File: config.mk
export PLATFORM = sky130hd
export DESIGN_NAME = fs_scan_ctrl
export DESIGN_NICKNAME = d
export VERILOG_FILES = /design/src/rtl/fs_pkg.sv /design/src/rtl/fs_scan_coord.sv /design/src/rtl/fs_scan_ctrl.sv
export SDC_FILE = /design/constraint.sdc
export NUM_CORES = 1
export LEC_CHECK = 0
export ABC_AREA = 1
export BUFFER_PORTS_ARGS = -buffer_cell sky130_fd_sc_hd__buf_2
export CAP_MARGIN = 5
export CELL_PAD_IN_SITES_DETAIL_PLACEMENT = 0
export CELL_PAD_IN_SITES_GLOBAL_PLACEMENT = 1
export CORE_MARGIN = 2
export CORE_UTILIZATION = 25
export CTS_CLUSTER_DIAMETER = 80
export CTS_CLUSTER_SIZE = 25
export DETAILED_ROUTE_END_ITERATION = 8
export PLACE_DENSITY_LB_ADDON = 0.1
export SLEW_MARGIN = 40
export SYNTH_ARGS = -nofsm -noshare
export SYNTH_HDL_FRONTEND = slang
export SYNTH_SLANG_ARGS = --single-unit
File: constraint.sdc
create_clock -name clock -period 2.61 [get_ports clock]
set_clock_uncertainty 0.1 [all_clocks]
set_input_delay 0.522 -clock clock [delete_from_list [all_inputs] [get_ports clock]]
set_output_delay 0.522 -clock clock [all_outputs]
set_load 0.03 [all_outputs]
File: src/rtl/fs_pkg.sv
// Shared types and default geometry for the FAST-9 scan controller.
package fs_pkg;

   localparam int FS_IMG_W   = 128;
   localparam int FS_IMG_H   = 128;
   localparam int FS_BORDER  = 3;
   localparam int FS_ADDR_W  = 15;
   localparam int FS_SCORE_W = 8;
   localparam int FS_THRES_W = 8;

   typedef enum logic [2:0] {
      ST_IDLE  = 3'd0,
      ST_ISSUE = 3'd1,
      ST_WAIT  = 3'd2,
      ST_WRITE = 3'd3,
      ST_DONE  = 3'd4
   } fs_scan_state_t;

   // A frame with no interior pixels skips straight from IDLE to DONE.
   function automatic bit fs_frame_empty(input int w, input int h, input int b);
      return (w <= 2 * b) || (h <= 2 * b);
   endfunction

endpackage

File: src/rtl/fs_scan_coord.sv
// Raster row/col counter over the interior pixels; keeps the linear
// address incrementally so no multiplier is needed.
module fs_scan_coord
   import fs_pkg::*;
#(
   parameter int IMG_W  = FS_IMG_W,
   parameter int IMG_H  = FS_IMG_H,
   parameter int BORDER = FS_BORDER,
   parameter int ADDR_W = FS_ADDR_W
) (
   input  logic              clock,
   input  logic              nReset,
   input  logic              init_i,
   input  logic              advance_i,
   output logic              first_o,
   output logic              last_o,
   output logic [ADDR_W-1:0] addr_o
);

   localparam logic [ADDR_W-1:0] EDGE_LO    = ADDR_W'(BORDER);
   localparam logic [ADDR_W-1:0] COL_LAST   = ADDR_W'(IMG_W - 1 - BORDER);
   localparam logic [ADDR_W-1:0] ROW_LAST   = ADDR_W'(IMG_H - 1 - BORDER);
   localparam logic [ADDR_W-1:0] ADDR_FIRST = ADDR_W'(BORDER * IMG_W + BORDER);
   // Jump from the last interior column to the first one on the next row.
   localparam logic [ADDR_W-1:0] ROW_STEP   = ADDR_W'(2 * BORDER + 1);

   logic [ADDR_W-1:0] row_q, row_d;
   logic [ADDR_W-1:0] col_q, col_d;
   logic [ADDR_W-1:0] addr_q, addr_d;

   always_comb begin
      row_d  = row_q;
      col_d  = col_q;
      addr_d = addr_q;
      if (init_i) begin
         row_d  = EDGE_LO;
         col_d  = EDGE_LO;
         addr_d = ADDR_FIRST;
      end else if (advance_i) begin
         if (col_q == COL_LAST) begin
            col_d  = EDGE_LO;
            row_d  = row_q + 1'b1;
            addr_d = addr_q + ROW_STEP;
         end else begin
            col_d  = col_q + 1'b1;
            addr_d = addr_q + 1'b1;
         end
      end
   end

   always_ff @(posedge clock or negedge nReset) begin
      if (!nReset) begin
         row_q  <= EDGE_LO;
         col_q  <= EDGE_LO;
         addr_q <= ADDR_FIRST;
      end else begin
         row_q  <= row_d;
         col_q  <= col_d;
         addr_q <= addr_d;
      end
   end

   assign first_o = (row_q == EDGE_LO) && (col_q == EDGE_LO);
   assign last_o  = (row_q == ROW_LAST) && (col_q == COL_LAST);
   assign addr_o  = addr_q;

endmodule

File: src/rtl/fs_scan_ctrl.sv
// FAST-9 frame sequencer: fetch each interior pixel, commit its score.
// Build option FS_SCAN_CLEAR_EN: non-corner pixels are written with score 0.
module fs_scan_ctrl
   import fs_pkg::*;
#(
   parameter int IMG_W  = FS_IMG_W,
   parameter int IMG_H  = FS_IMG_H,
   parameter int BORDER = FS_BORDER,
   parameter int ADDR_W = FS_ADDR_W
) (
   input  logic                  clock,
   input  logic                  nReset,
   input  logic                  start,
   input  logic [FS_THRES_W-1:0] thres_in,
   output logic                  fetch_req,
   output logic [ADDR_W-1:0]     refAddr,
   input  logic                  fetch_ack,
   input  logic                  isCorner,
   input  logic [FS_SCORE_W-1:0] scoreValue,
   output logic [FS_THRES_W-1:0] thres,
   output logic [ADDR_W-1:0]     refScoreAddr,
   output logic [FS_SCORE_W-1:0] scoreData,
   output logic                  wren,
   output logic                  busy,
   output logic                  done,
   output logic [ADDR_W-1:0]     cornerCount
);

`ifdef FS_SCAN_CLEAR_EN
   localparam bit CLEAR_EN = 1'b1;
`else
   localparam bit CLEAR_EN = 1'b0;
`endif
   localparam bit EMPTY = fs_frame_empty(IMG_W, IMG_H, BORDER);

   fs_scan_state_t        state_q, state_d;
   logic [FS_THRES_W-1:0] thres_q, thres_d;
   logic [FS_SCORE_W-1:0] score_q, score_d;
   logic                  corner_q, corner_d;
   logic [ADDR_W-1:0]     count_q, count_d;
   logic [ADDR_W-1:0]     count_base;
   logic                  coord_init, coord_advance, coord_first, coord_last;
   logic [ADDR_W-1:0]     coord_addr;

   fs_scan_coord #(
      .IMG_W (IMG_W),
      .IMG_H (IMG_H),
      .BORDER(BORDER),
      .ADDR_W(ADDR_W)
   ) u_coord (
      .clock    (clock),
      .nReset   (nReset),
      .init_i   (coord_init),
      .advance_i(coord_advance),
      .first_o  (coord_first),
      .last_o   (coord_last),
      .addr_o   (coord_addr)
   );

   // The first interior pixel always starts the count afresh.
   assign count_base = coord_first ? '0 : count_q;

   always_comb begin
      state_d       = state_q;
      thres_d       = thres_q;
      score_d       = score_q;
      corner_d      = corner_q;
      count_d       = count_q;
      coord_init    = 1'b0;
      coord_advance = 1'b0;
      unique case (state_q)
         ST_IDLE: begin
            if (start) begin
               thres_d    = thres_in;
               count_d    = '0;
               coord_init = 1'b1;
               state_d    = EMPTY ? ST_DONE : ST_ISSUE;
            end
         end
         ST_ISSUE: state_d = ST_WAIT;
         ST_WAIT: begin
            if (fetch_ack) begin
               corner_d = isCorner;
               score_d  = scoreValue;
               state_d  = ST_WRITE;
            end
         end
         ST_WRITE: begin
            count_d = count_base;
            if (corner_q && (count_base != '1)) begin
               count_d = count_base + 1'b1;
            end
            coord_advance = 1'b1;
            state_d       = coord_last ? ST_DONE : ST_ISSUE;
         end
         ST_DONE: state_d = ST_IDLE;
         default: state_d = ST_IDLE;
      endcase
   end

   always_ff @(posedge clock or negedge nReset) begin
      if (!nReset) begin
         state_q  <= ST_IDLE;
         thres_q  <= '0;
         score_q  <= '0;
         corner_q <= 1'b0;
         count_q  <= '0;
      end else begin
         state_q  <= state_d;
         thres_q  <= thres_d;
         score_q  <= score_d;
         corner_q <= corner_d;
         count_q  <= count_d;
      end
   end

   // Outputs decode straight from state so a reset drops them at once.
   assign fetch_req    = (state_q == ST_ISSUE);
   assign refAddr      = (state_q inside {ST_ISSUE, ST_WAIT, ST_WRITE}) ? coord_addr : '0;
   assign wren         = (state_q == ST_WRITE) && (corner_q || CLEAR_EN);
   assign refScoreAddr = (state_q == ST_WRITE) ? coord_addr : '0;
   assign scoreData    = ((state_q == ST_WRITE) && corner_q) ? score_q : '0;
   assign busy         = (state_q != ST_IDLE);
   assign done         = (state_q == ST_DONE);
   assign thres        = thres_q;
   assign cornerCount  = count_q;

endmodule

==> Yosys cells after proc, flatten, opt, wreduce, memory -nomap -nowiden <==
Index checks and enable logic that the tools add are counted.
{ "totals": {"ff_bits": 80, "input_bits": 21, "out_inout_bits": 65, "elab_cells": 62} }
{ "classes": {"addsub": 5, "eq_ne": 11, "n_mux": 23, "reduce_logical": 15} }
{ "ops": {"columns": ["cell", "count"], "rows": [
  ["2-to-1 mux 15 bit", 14],
  ["adder 15 x 1 -> 15 bit, second input constant", 4],
  ["== test 15 x 2 -> 1 bit, second input constant", 2],
  ["== test 15 x 7 -> 1 bit, second input constant", 2],
  ["one-hot mux 15 bit (2 select lines)", 1],
  ["adder 15 x 3 -> 15 bit, second input constant", 1],
  ["!= test 15 bit, second input constant", 1],
  ["one-hot mux 3 bit (4 select lines)", 1],
  ["AND reduction 2 bit", 5],
  ["2-to-1 mux 3 bit", 3],
  ["2-to-1 mux 8 bit", 1],
  ["== test 3 x 2 -> 1 bit, second input constant", 2],
  ["nonzero test 2 bit", 3],
  ["nonzero test 3 bit", 2],
  ["logical AND 1 bit", 4],
  ["!= test 2 bit, second input constant", 2],
  ["== test 3 x 1 -> 1 bit, second input constant", 1],
  ["== test 3 bit, second input constant", 1],
  ["logical NOT 3 bit", 1],
  ["2-to-1 mux 1 bit", 3]
]} }

==> Logic depth before layout (Yosys ltp) <==
{ "logic_depth": {"depth_word": 7, "depth_mapped": 21, "ltp_nobuf": 18} }

==> Cells and area by module <==
A second synthesis with hierarchy kept.
{ "unflattened": {"hier_cells": 769, "area_unflattened_um2": 5218.8} }
{ "by_module_without_submodules": {"columns": ["module", "instances", "cells_per_inst", "area_each_um2", "seq_area_each_um2"], "rows": [
  ["fs_scan_coord", 1, 412, 2875.3, 1136.1],
  ["fs_scan_ctrl", 1, 357, 2343.5, 875.8]
]} }

==> Worst setup path after synthesis <==
No wires, ideal clock.
{ "synth_path": {"kind": "reg-to-reg", "startpoint": "register u_coord.col_q[0]", "endpoint": "register count_q[12] (netlist: cornerCount[12])", "setup_ns": 0.117, "arrival_ns": 2.545, "required_time_ns": 2.393, "path_slack_ns": -0.152, "stages_incl_launch_ff": 22, "path_buffers": 3, "path_cell_list": "dfstp_2 ha_1 nand2_1 nor2_1 nand2_1 nor2_2 nand2_8 buf_6 buf_6 nand2_1 inv_1 ha_1 nand2_1 nand3b_4 nor2_4 nand2_4 nor2_4 nor2_2 buf_6 nand2_1 nand3_1 nand2_1"} }
{ "synth_via": {"elab_chain_len": 7, "elab_cells_between_ends": 8, "classes_between": "add/sub (1); eq/ne (2); mux (3); reduce/logical (2)"} }
{ "synth_rtl": {"columns": ["element", "line", "rtl"], "rows": [
  ["from (decl)", "fs_scan_coord.sv:28", "logic [ADDR_W-1:0] col_q, col_d;"],
  ["from (signal assigned)", "fs_scan_coord.sv:58", "col_q <= col_d;"],
  ["== test 15 x 2 -> 1 bit *", "fs_scan_coord.sv:63", "assign first_o = (row_q == EDGE_LO) && (col_q == EDGE_LO);"],
  ["logical AND 1 bit *", "fs_scan_coord.sv:63", null],
  ["2-to-1 mux 15 bit *", "fs_scan_ctrl.sv:61", "assign count_base = coord_first ? '0 : count_q;"],
  ["parallel branches: the longest is 2 deep, another holds adder 15 x 1 -> 15 bit", null, null],
  ["2-to-1 mux 15 bit *", "fs_scan_ctrl.sv:90", "if (corner_q && (count_base != '1)) begin"],
  ["one-hot mux 15 bit (2 select lines) *", "fs_scan_ctrl.sv:71", "unique case (state_q)"],
  ["to (signal assigned)", "fs_scan_ctrl.sv:113", "count_q <= count_d;"],
  ["to (decl)", "fs_scan_ctrl.sv:40", "logic [ADDR_W-1:0] count_q, count_d;"]
]} }
Every way passes the cells marked *.
A chain may end at the register's enable or synchronous reset.

==> Worst setup path in the final report <==
{ "layout_path": {"startpoint": "register u_coord.col_q[0]", "endpoint": "register count_q[2] (netlist: cornerCount[2])"} }
Same word-level chain as after synthesis.

==> flow_summary.json <==
{
  "synth_compound_area_share_pct": 9.529,
  "htreeDepth": 3,
  "layout_setup_ws_ns": 0.02425,
  "slowest_stage": "dfstp_2",
  "power_uw": 6366,
  "critPathLaunch": "u_coord.col_q[0]$_DFFE_PN1P_",
  "multi_input_area_mm2": 0.002540,
  "synth_top_family_by_area": "simple AND/OR/NAND/NOR gates",
  "grt_antenna_before_repair": 0,
  "ys.flop_type": "dfrtp_1",
  "pre_cts_slack_ns": -0.1133,
  "drive_above_1_share_pct": 28.66,
  "cts_buffer_depth": 2,
  "grt_pass1_vias": 4479,
  "min_period_ns": 2.586,
  "crit_top_cell": "nor2_4",
  "cts_tree": "built",
  "rows": 50,
  "leakage_uw": 0.003149,
  "min_path_type": "in2async",
  "drc": 0,
  "cp-start-kind": "flop",
  "syn_area_mm2": 0.004832,
  "syn2layout_area_growth_pct": 29.70,
  "syn_inst": 659,
  "swShare_pct": 47.88,
  "cts_sinks": 80,
  "synth_top_area_cell": "dfrtp_1",
  "die_h_um": 143.0,
  "hold_violations": 0,
  "routabilityCongestion": 0.7498,
  "wire_per_inst_um": 13.30,
  "grt_max_degree": 44,
  "netSwitchingPower_uw": 3049,
  "die_x_um": 143.0,
  "synth-simple-area-share_pct": 35.29,
  "clockPowerShare_pct": 19.4,
  "r2r_start": "u_coord.col_q[0]$_DFFE_PN1P_",
  "critPathMaxStageDelay_ns": 0.55,
  "fin_util_pct": 33.28,
  "endpoint_kind": "flop",
  "initial_utilization_pct": 25.66,
  "synth_warnings": 0,
  "max_freq_mhz": 386.7,
  "cts-buffers-inserted": 9,
  "vias": 4601,
  "fin_nets": 802,
  "synth_nets": 688,
  "synth-xor-area-share_pct": 1.631,
  "seqPwrFrac_pct": 30.7,
  "dr.pass1.iters": 4,
  "wl_mm": 13.80,
  "ir_drop_v": 0.0004827,
  "powerDensity_mw_per_mm2": 1016,
  "coreArea_mm2": 0.01883,
  "dieArea_mm2": 0.02046,
  "cts_root_buf": "clkbuf_16",
  "status": "finished clean",
  "synthMuxAreaShare_pct": 0,
  "holdWs_ns": 0.07091,
  "synth.avg_cell_area_um2": 7.333,
  "rsz0062_at_grt": "true",
  "synth_adder_area_share_pct": 2.227,
  "port_buffers": 85,
  "netlist.area_leader.share_pct": 37.29,
  "first_iter_violations": 193,
  "fin_crit_sh_pct": 99.07,
  "worst_ep_arrival_time_ns": 2.73,
  "vias_per_cell": 4.433,
  "critical_path_buf_inv_count": 3,
  "ys_ff_latch": 80,
  "grt_pass1_wl_mm": 22.66,
  "grt.overflow.total": 0,
  "dp_hpwl_mm": 9.877,
  "path_class": "reg2reg",
  "crit_chain": "buf_6 -> ha_4 -> nand2_1 -> nor2_1 -> nand2_1 -> nor2_4 -> nand2_8 -> nand2_4 -> inv_4 -> ha_4 -> nand2_2 -> nand3b_4 -> nor2_4 -> nand2_4 -> nor2_4 -> nor2_4 -> clkbuf_16 -> nand2_2 -> nand3_2 -> nand2_1",
  "num_io_pins": 86,
  "synth_cell_type_count": 46,
  "setup_viol": 0,
  "worstMarginPinSlew_ns": 0.5710,
  "yosysSeqAreaShare_pct": 41.64,
  "clk_latency_ns": 0.35,
  "cp_max_fo": 5,
  "regArea_mm2": 0.002012,
  "relSlewSlack_pct": 61.94,
  "combPwrFrac_pct": 49.8,
  "ctsHoldBuffers": 0,
  "ant_nets": 0,
  "n_antenna_cell": 0,
  "cp_data_required_time_ns": 2.75,
  "cap_violations": 0,
  "crit_family": "simple AND/OR/NAND/NOR gates",
  "synthArstFlopShare_pct": 100.0,
  "synth_edf_count": 0,
  "cts.clk_slew.worst_paths_ns": 0.07,
  "power.internal_uw": 3318,
  "report.final.slew_viol_count": 0,
  "grtUsageTotal_pct": 14.02,
  "ys_top_cells_by_area": "dfrtp_1 (37%), nand2_1 (12%), nor2_1 (7.4%), inv_1 (6.3%), dfstp_2 (4.4%)",
  "fillCellCount": 2039
}
## worst paths after layout
check	depth (start not counted)	end	slack [ns]
max	20	cornerCount[2]$_DFFE_PN0P_	0.02
min	1	cornerCount[8]$_DFFE_PN0P_	0.07
max reg2reg	20	cornerCount[2]$_DFFE_PN0P_	0.02
min reg2reg	2	thres[3]$_DFFE_PN0P_	0.38
max in group asynchronous	2	u_coord.addr_o[1]$_DFFE_PN1P_	1.65
min in group clock	3	thres[4]$_DFFE_PN0P_	0.27
## state kept, by name (all words and copies together) (netlist names)
signal and count:
u_coord.addr_o 15, thres 8, u_coord.row_q 15, corner_q 1
state_q 3, u_coord.col_q 15, cornerCount 15, score_q 8
## timing repair
action | in CTS | in global routing
cloned | 0 | 1
resized for setup | 5 | 26
buffers inserted | 3 | 8
endpoints found under the setup margin | 6 | 19
pin swaps | 5 | 21
hold endpoints to repair | 0 | 0
## cell usage in the layout (no fill, tap or decap), drive strengths merged, types with 10 or more instances in the layout
master,instances
a21oi,35
buf,119
clkbuf,11
dfrtp,72
inv,96
nand2,167
nand3,47
nand4,10
nor2,108
nor3,19
o21ai,30
## kinds of logic after synthesis
group                    after synthesis
adder cells (fa/ha/maj)                8
AND/OR/NAND/NOR                      365
buffers and inverters                115
AO/OA/AOI/OAI                         82
XOR/XNOR                               9
flip-flops                            80
## synth_stat cells (2+ instances only)
| cell type | n |
|---|---|
| nor2_1 | 95 |
| nor2_2 | 9 |
| nand4_1 | 10 |
| buf_6 | 4 |
| a21oi_1 | 35 |
| nor4_1 | 6 |
| nand3_1 | 42 |
| dfstp_2 | 8 |
| dfrtp_1 | 72 |
| nand2_1 | 158 |
| nor3_1 | 19 |
| o21ai_1 | 2 |
| buf_2 | 2 |
| nand2_2 | 6 |
| clkbuf_1 | 10 |
| xor2_1 | 5 |
| o211ai_1 | 2 |
| ha_1 | 7 |
| inv_2 | 14 |
| nand3_2 | 4 |
| clkinv_1 | 3 |
| a311oi_1 | 2 |
| xnor2_1 | 4 |
| o21ai_0 | 27 |
| nor2_4 | 3 |
| nand2_4 | 2 |
| nor4_4 | 2 |
| o22ai_1 | 4 |
| inv_1 | 81 |
| a211oi_1 | 5 |
## power by group through the flow
stage / combinational [uW] / sequential [uW] / clock [uW]
final: 3170 / 1960 / 1240
after global routing: 3530 / 2010 / 1340
after CTS: 3070 / 1950 / 1290
after detailed placement: 3020 / 1970 / 0
after global placement: 2990 / 1970 / 0
after floorplan: 1800 / 2200 / 0
## cell type report
type | count | area share, %
inverters | 98 | 5.909
multi-input cells | 464 | 40.53
well taps | 260 | 5.191
clock inverters | 6 | 0.6987
clock buffers | 10 | 3.813
flip-flops and latches | 80 | 32.10
repair buffers | 120 | 11.76
## per-stage QoR
stage,area [um^2],TNS (ns),cells
6_report,6267,0,1038
5_1_grt,6267,-1.548,1038
4_1_cts,6078,0,1029
3_5_place_dp,5746,-0.1769,1010
3_3_place_gp,5746,-0.03228,1010
2_1_floorplan,4898,-0.4418,659
## routing by layer
metal	GRT usage [%]	share of wire [%]	up-vias	routed length (um)
li1	-	-	2342	-
met4	4.846	1.9	0	257
met2	22.29	45	91	6250
met3	2.817	3.9	18	543
met1	18.97	49	2150	6751
met5	0	0	-	0
Note: power is estimated with default switching activity, not from simulation.
